[config.mk]
export PLATFORM = sky130hd
export DESIGN_NAME = ssd_capture
export DESIGN_NICKNAME = d
export VERILOG_FILES = /design/src/rtl/ssd_pkg.sv /design/src/rtl/ssd_seg_decode.sv /design/src/rtl/ssd_capture.sv
export SDC_FILE = /design/constraint.sdc
export NUM_CORES = 1
export LEC_CHECK = 0
export BUFFER_PORTS_ARGS = -buffer_cell sky130_fd_sc_hd__buf_2
export CORE_AREA = 2 2 107 150
export CTS_BUF_LIST = sky130_fd_sc_hd__clkbuf_8
export DETAILED_ROUTE_END_ITERATION = 6
export DIE_AREA = 0 0 109 152
export PLACE_DENSITY = 0.4
export SYNTH_ARGS = -nofsm -noshare
export SYNTH_HDL_FRONTEND = slang
export SYNTH_SLANG_ARGS = --single-unit
[constraint.sdc]
create_clock -name clock -period 3.48 [get_ports clock]
set_input_delay 0.348 -clock clock [delete_from_list [all_inputs] [get_ports clock]]
set_output_delay 0.348 -clock clock [all_outputs]
set_load 0.02 [all_outputs]
[src/rtl/ssd_pkg.sv]
// rtl/ssd_pkg.sv - shared constants, state type and anode helper for the seven-segment capture block
package ssd_pkg;

  localparam logic [6:0] SEG_0     = 7'b0000001;
  localparam logic [6:0] SEG_1     = 7'b1001111;
  localparam logic [6:0] SEG_2     = 7'b0010010;
  localparam logic [6:0] SEG_3     = 7'b0000110;
  localparam logic [6:0] SEG_4     = 7'b1001100;
  localparam logic [6:0] SEG_5     = 7'b0100100;
  localparam logic [6:0] SEG_6     = 7'b0100000;
  localparam logic [6:0] SEG_7     = 7'b0001111;
  localparam logic [6:0] SEG_8     = 7'b0000000;
  localparam logic [6:0] SEG_9     = 7'b0000100;
  localparam logic [6:0] SEG_BLANK = 7'b1111111;

  localparam logic [3:0] AN_D0  = 4'b1110;
  localparam logic [3:0] AN_D1  = 4'b1101;
  localparam logic [3:0] AN_D2  = 4'b1011;
  localparam logic [3:0] AN_D3  = 4'b0111;
  localparam logic [3:0] AN_OFF = 4'b1111;

  typedef enum logic [1:0] {
    ST_HUNT   = 2'd0,
    ST_SETTLE = 2'd1,
    ST_HOLD   = 2'd2
  } state_t;

  // Active-low one-hot strobe for a digit index.
  function automatic logic [3:0] an_for(input logic [1:0] i);
    return ~(4'b0001 << i);
  endfunction

endpackage

[src/rtl/ssd_seg_decode.sv]
// rtl/ssd_seg_decode.sv - active-low segment pattern back to BCD with blank/error flags
module ssd_seg_decode
  import ssd_pkg::*;
(
  input  logic [6:0] seg,
  output logic [3:0] value,
  output logic       blank,
  output logic       code_err
);

  always_comb begin
    value    = 4'hE;
    blank    = 1'b0;
    code_err = 1'b0;
    case (seg)
      SEG_0:     value = 4'd0;
      SEG_1:     value = 4'd1;
      SEG_2:     value = 4'd2;
      SEG_3:     value = 4'd3;
      SEG_4:     value = 4'd4;
      SEG_5:     value = 4'd5;
      SEG_6:     value = 4'd6;
      SEG_7:     value = 4'd7;
      SEG_8:     value = 4'd8;
      SEG_9:     value = 4'd9;
      SEG_BLANK: begin
        value = 4'hF;
        blank = 1'b1;
      end
      default:   code_err = 1'b1;
    endcase
  end

endmodule

[src/rtl/ssd_capture.sv]
// rtl/ssd_capture.sv - multiplexed seven-segment bus monitor publishing decoded four-digit frames
// SSD_CAPTURE_SYNC_EN: when defined, anode/seg pass through a two-flop synchronizer first.
module ssd_capture
  import ssd_pkg::*;
#(
  parameter int unsigned SETTLE  = 4,
  parameter int unsigned TIMEOUT = 1024
) (
  input  logic        clock,
  input  logic        reset,
  input  logic [3:0]  anode,
  input  logic [6:0]  seg,
  output logic [15:0] digits,
  output logic [3:0]  blank,
  output logic [3:0]  code_err,
  output logic        frame_valid,
  output logic        seq_err,
  output logic        stall
);

  localparam logic [8:0]  SETTLE_V  = 9'(SETTLE);
  localparam logic [15:0] TIMEOUT_V = 16'(TIMEOUT);

  logic [3:0] an_s;
  logic [6:0] seg_s;

`ifdef SSD_CAPTURE_SYNC_EN
  logic [3:0] an_m;
  logic [6:0] seg_m;

  always_ff @(posedge clock) begin
    if (!reset) begin
      an_m  <= AN_OFF;
      an_s  <= AN_OFF;
      seg_m <= SEG_BLANK;
      seg_s <= SEG_BLANK;
    end else begin
      an_m  <= anode;
      an_s  <= an_m;
      seg_m <= seg;
      seg_s <= seg_m;
    end
  end
`else
  assign an_s  = anode;
  assign seg_s = seg;
`endif

  state_t      state, state_n;
  logic [1:0]  idx, idx_n;
  logic [7:0]  cnt, cnt_n;
  logic [15:0] wd;
  logic [3:0]  prev_an;
  logic [6:0]  prev_seg;

  // Slots 0..2 only; digit3 goes straight from the decoder to the outputs.
  logic [11:0] sh_dig;
  logic [2:0]  sh_blank;
  logic [2:0]  sh_err;

  logic [3:0]  dec_val;
  logic        dec_blank;
  logic        dec_err;

  logic        cap;
  logic        err;
  logic        enter;
  logic [1:0]  enter_idx;
  logic [1:0]  cap_idx;
  logic        wd_reach;
  logic        frame_done;

  ssd_seg_decode u_dec (
    .seg      (seg_s),
    .value    (dec_val),
    .blank    (dec_blank),
    .code_err (dec_err)
  );

  always_comb begin
    state_n   = state;
    idx_n     = idx;
    cnt_n     = cnt;
    cap       = 1'b0;
    err       = 1'b0;
    enter     = 1'b0;
    enter_idx = 2'd0;
    case (state)
      ST_HUNT: begin
        if (an_s == AN_D0) begin
          enter     = 1'b1;
          enter_idx = 2'd0;
        end
      end
      ST_SETTLE: begin
        if (an_s != prev_an) begin
          err     = 1'b1;
          state_n = ST_HUNT;
        end else if (seg_s != prev_seg) begin
          cnt_n = 8'd1;
          cap   = (SETTLE_V == 9'd1);
        end else begin
          cnt_n = cnt + 8'd1;
          cap   = (({1'b0, cnt} + 9'd1) == SETTLE_V);
        end
      end
      ST_HOLD: begin
        if (an_s != an_for(idx) && an_s != AN_OFF) begin
          if (an_s == an_for(idx + 2'd1)) begin
            enter     = 1'b1;
            enter_idx = idx + 2'd1;
          end else begin
            err = 1'b1;
            if (an_s == AN_D0) begin
              enter     = 1'b1;
              enter_idx = 2'd0;
            end else begin
              state_n = ST_HUNT;
            end
          end
        end
      end
      default: state_n = ST_HUNT;
    endcase

    // The edge that first sees a new strobe already counts as one stable sample.
    if (enter) begin
      idx_n   = enter_idx;
      cnt_n   = 8'd1;
      state_n = ST_SETTLE;
      cap     = (SETTLE_V == 9'd1);
    end
    if (cap) state_n = ST_HOLD;

    cap_idx    = idx_n;
    frame_done = cap && (cap_idx == 2'd3) && !err;
    wd_reach   = !cap && (wd != TIMEOUT_V) && (({1'b0, wd} + 17'd1) == {1'b0, TIMEOUT_V});
    if (wd_reach) state_n = ST_HUNT;
  end

  always_ff @(posedge clock) begin
    if (!reset) begin
      state       <= ST_HUNT;
      idx         <= 2'd0;
      cnt         <= 8'd0;
      wd          <= 16'd0;
      prev_an     <= AN_OFF;
      prev_seg    <= SEG_BLANK;
      sh_dig      <= 12'hFFF;
      sh_blank    <= 3'b111;
      sh_err      <= 3'b000;
      digits      <= 16'hFFFF;
      blank       <= 4'b1111;
      code_err    <= 4'b0000;
      frame_valid <= 1'b0;
      seq_err     <= 1'b0;
      stall       <= 1'b0;
    end else begin
      state       <= state_n;
      idx         <= idx_n;
      cnt         <= cnt_n;
      prev_an     <= an_s;
      prev_seg    <= seg_s;
      frame_valid <= frame_done;
      seq_err     <= err;

      if (cap) begin
        wd    <= 16'd0;
        stall <= 1'b0;
      end else if (wd_reach) begin
        wd    <= TIMEOUT_V;
        stall <= 1'b1;
      end else if (wd != TIMEOUT_V) begin
        wd <= wd + 16'd1;
      end

      if (err || wd_reach) begin
        sh_dig   <= 12'hFFF;
        sh_blank <= 3'b111;
        sh_err   <= 3'b000;
      end

      if (cap) begin
        case (cap_idx)
          2'd0: begin
            sh_dig[3:0] <= dec_val;
            sh_blank[0] <= dec_blank;
            sh_err[0]   <= dec_err;
          end
          2'd1: begin
            sh_dig[7:4] <= dec_val;
            sh_blank[1] <= dec_blank;
            sh_err[1]   <= dec_err;
          end
          2'd2: begin
            sh_dig[11:8] <= dec_val;
            sh_blank[2]  <= dec_blank;
            sh_err[2]    <= dec_err;
          end
          default: begin
            if (frame_done) begin
              digits   <= {dec_val, sh_dig};
              blank    <= {dec_blank, sh_blank};
              code_err <= {dec_err, sh_err};
            end
          end
        endcase
      end
    end
  end

endmodule

==> results.md <==
* Run status: finished, final reports clean
* Most frequently used cell type in the post-synthesis netlist: dfxtp_1
* FF+latch area at 0.001682 mm2
* Fraction of layout cells with a size suffix above 1 at 15.25%
* Avg Vias per Cell at 4.688
* Largest fanout of any net on the critical path at 24
* Count of filler cells inserted in the layout at 1627
* Number of diodes added for antenna fixing at 0
* CP max stage cell: nor4_4
* Ys async rst share at 0%
* Synthesized flop and latch total at 84
* Number of top-level pins at 40
* Floorplan core area at 0.01534 mm2
* Final setup violation count at 0
* Worst EP required at 3730 ps
* Worst path cell trace: inv_1 -> ha_1 -> xnor2_1 -> nor4_2 -> nor3_2 -> nor4_4 -> nand4_1 -> buf_12 -> mux2i_1 -> nand2_1
* Horizontal die dimension at 109 um
* Clock insertion delay at the later pin of the skew report at 370 ps
* Cell area after synthesis at 0.004185 mm2
* Clock transition time at the flip-flop clock pins of the worst setup and hold paths at 90 ps
* Initial antenna violation count at 0
* Max-slew violation total from the final report at 0
* Vertical extent of the die at 152 um
* Setup total negative slack at 0 ps
* TritonCTS buffer count at 9
* Cell family with most CP delay: simple AND/OR/NAND/NOR gates
* Library cell with the largest summed area after synthesis: dfxtp_1
* Area grow syn2layout at 13.51%
* Data arrival time at the worst-slack endpoint at 3310 ps
* DRC violation count after routing at 0
* Hold WC Path Type: primary input to flip-flop
* Initial cell density of the core at 27.29%
* Overall die area at 0.01657 mm2
* RSZ-0062 raised after global routing: no
* Pin slew with the least headroom to its limit at 583.8 ps
* Instance count of the mapped netlist at 474
* Maximum number of pins on one net before global-route repair at 38
* Post-route setup slack at 426.4 ps
* Clock tree from TritonCTS: done
* Number of flops mapped to enable cells by yosys at 0
* VDD IR max at 161.9 uV
* Half-perimeter wire length of the detailed placement result at 7.306 mm
* Critical path start-end classification: flip-flop to flip-flop
* Total count of hold-check failures in the final report at 0
* Area used by multi-input combinational logic at 0.002293 mm2
* Max incr delay on CP at 500 ps
* Worst clock skew at 16.38 ps
* Top post-synthesis cells by count: dfxtp_1, nor2_1, nand2_1
* Worst-case clock buffer depth at 2
* DRC violation total after the first TritonRoute iteration at 108
* Cell chosen for the clock root: clkbuf_8
* Remaining Overflow, GRT at 0
* Most instantiated flip-flop cell in the synthesis netlist: dfxtp_1
* Startpoint type of the worst setup path: flip-flop
* Final ANT Viol Nets at 0
* Vias at 3286
* Sequential-to-total area share from yosys stat at 40.18%
* Achievable Freq at 327.5 MHz
* Layout Nets at 525
* Final GP Congestion at 0.7766
* Static leakage at 1.912 nW
* Routed wirelength normalized by instance count at 14.05 um
* Power density over the cells at 390.1 mW/mm2
* Total global routing track utilization at 12.74%
* Total nets after synthesis at 499
* Top cells by area, synth: dfxtp_1, mux2i_1, nor2_1, xor2_1, ha_1
* Tightest slew margin relative to the limit at 60.78%
* Synthesized area per cell at 8.830 um2
* Max Cap Violations at 0
* Routed WL at 9.850 mm
* Post-synth top area share at 40.18%
* Clock H-tree levels at 3
* Number of input and output port buffers inserted at 39
* Standard-cell rows at 54
* Yosys warning count at 0
* Via count of the first global-routing pass at 3272
* Wire length of the first global-routing pass at 16.67 mm
* Number of buffers and inverters on the critical path at 2
* Num Clock Sinks at 84
* Post-place setup slack at 283.0 ps
* Distinct cell type count of the synthesized netlist at 61
* Sort of element at the end of the critical path: flip-flop
* Final critical delay including setup and external delays at 3054 ps
* Number of optimization iterations in the first detailed-route pass at 4
* Portion of the clock cycle consumed by the worst path in the final layout at 87.75%
-- per-stage QoR --
stage	utilization [%]	instances	hold slack [ps]	power [mW]	instance area (um2)
6_report	30.98	701	269.9	1.853	4751
5_1_grt	30.98	701	239.8	1.952	4751
4_1_cts	30.94	701	240.1	1.898	4746
2_1_floorplan	-	474	442.4	1.084	4185
3_3_place_gp	29.52	685	448.9	1.113	4528
3_5_place_dp	29.52	685	458.2	1.114	4528
-- report_power, final --
part           switching, mW  internal [mW]  leakage, nW  total (mW)
logic                 0.0687         0.0386         1.12       0.107
registers             0.0109          0.971        0.682       0.982
clock network          0.413          0.351        0.107       0.764
-- registers in the layout, summed over array words and instances (netlist names) --
signal       cells
state            2
frame_valid      1
digits          16
stall            1
prev_seg         7
idx              2
prev_an          4
sh_err           3
wd              16
cnt              8
blank            4
sh_dig          12
sh_blank         3
code_err         4
seq_err          1
-- path summary, 6_finish.rpt --
| check | start | end | slack (ps) | depth (start not counted) |
|---|---|---|---|---|
| setup / recovery | idx[1]$_SDFF_PN0_ | blank[2]$_SDFFE_PN1P_ | 430 | 10 |
| hold reg to reg | code_err[3]$_SDFFE_PN0P_ | code_err[3]$_SDFFE_PN0P_ | 480 | 2 |
| setup reg to reg | idx[1]$_SDFF_PN0_ | blank[2]$_SDFFE_PN1P_ | 430 | 10 |
| hold / removal | anode[0] | prev_an[0]$_SDFF_PN1_ | 270 | 2 |
-- metal layers --
metal  GRT usage [%]  vias to the layer above  share of wire [%]
met5               0                        -                  0
met4           3.968                        0                1.3
met3           3.389                       11                3.2
met2           22.63                       44                 53
met1           14.55                     1548                 42
li1                -                     1683                  -
-- layout by cell type, fill, tap and decap left out, types with 6 or more instances in the layout --
cell type,netlist,layout
dfxtp_1,84,84
nor2_1,60,59
buf_2,12,39
nand2_1,38,38
xor2_1,25,25
mux2i_1,24,24
a21oi_1,18,18
inv_1,13,13
xnor2_1,13,13
nor3_1,13,13
and3_1,13,13
nand3_1,12,12
a22oi_1,12,12
ha_1,12,12
nand2b_1,12,11
o21ai_0,10,10
clkbuf_8,0,9
nor2b_1,8,8
nand4_1,7,7
and2_1,7,7
nor4_1,6,6
buf_4,1,6
-- logic make-up after synthesis --
family | count (synthesis) | synth area share, %
AO/OA/AOI/OAI | 63 | 10.28
XOR/XNOR | 38 | 7.952
adder cells (fa/ha/maj) | 12 | 3.587
buffers and inverters | 45 | 5.142
flip-flops | 84 | 40.18
multiplexers | 24 | 5.740
AND/OR/NAND/NOR | 208 | 27.12
-- cell type report --
| class | count | area share (%) |
|---|---|---|
| clock buffers | 9 | 2.607 |
| clock inverters | 7 | 1.975 |
| inverters | 14 | 1.106 |
| multi-input cells | 345 | 48.27 |
| flip-flops and latches | 84 | 35.40 |
| well taps | 196 | 5.162 |
| repair buffers | 46 | 5.478 |
-- repair_timing --
action / in CTS / in global routing
setup endpoints to repair: 0 / 23
hold endpoints to repair: 0 / 0
buffers inserted: 0 / 0
hold buffers: 0 / 0
resized for setup: 0 / 2
(Power assumes the default switching activity.)
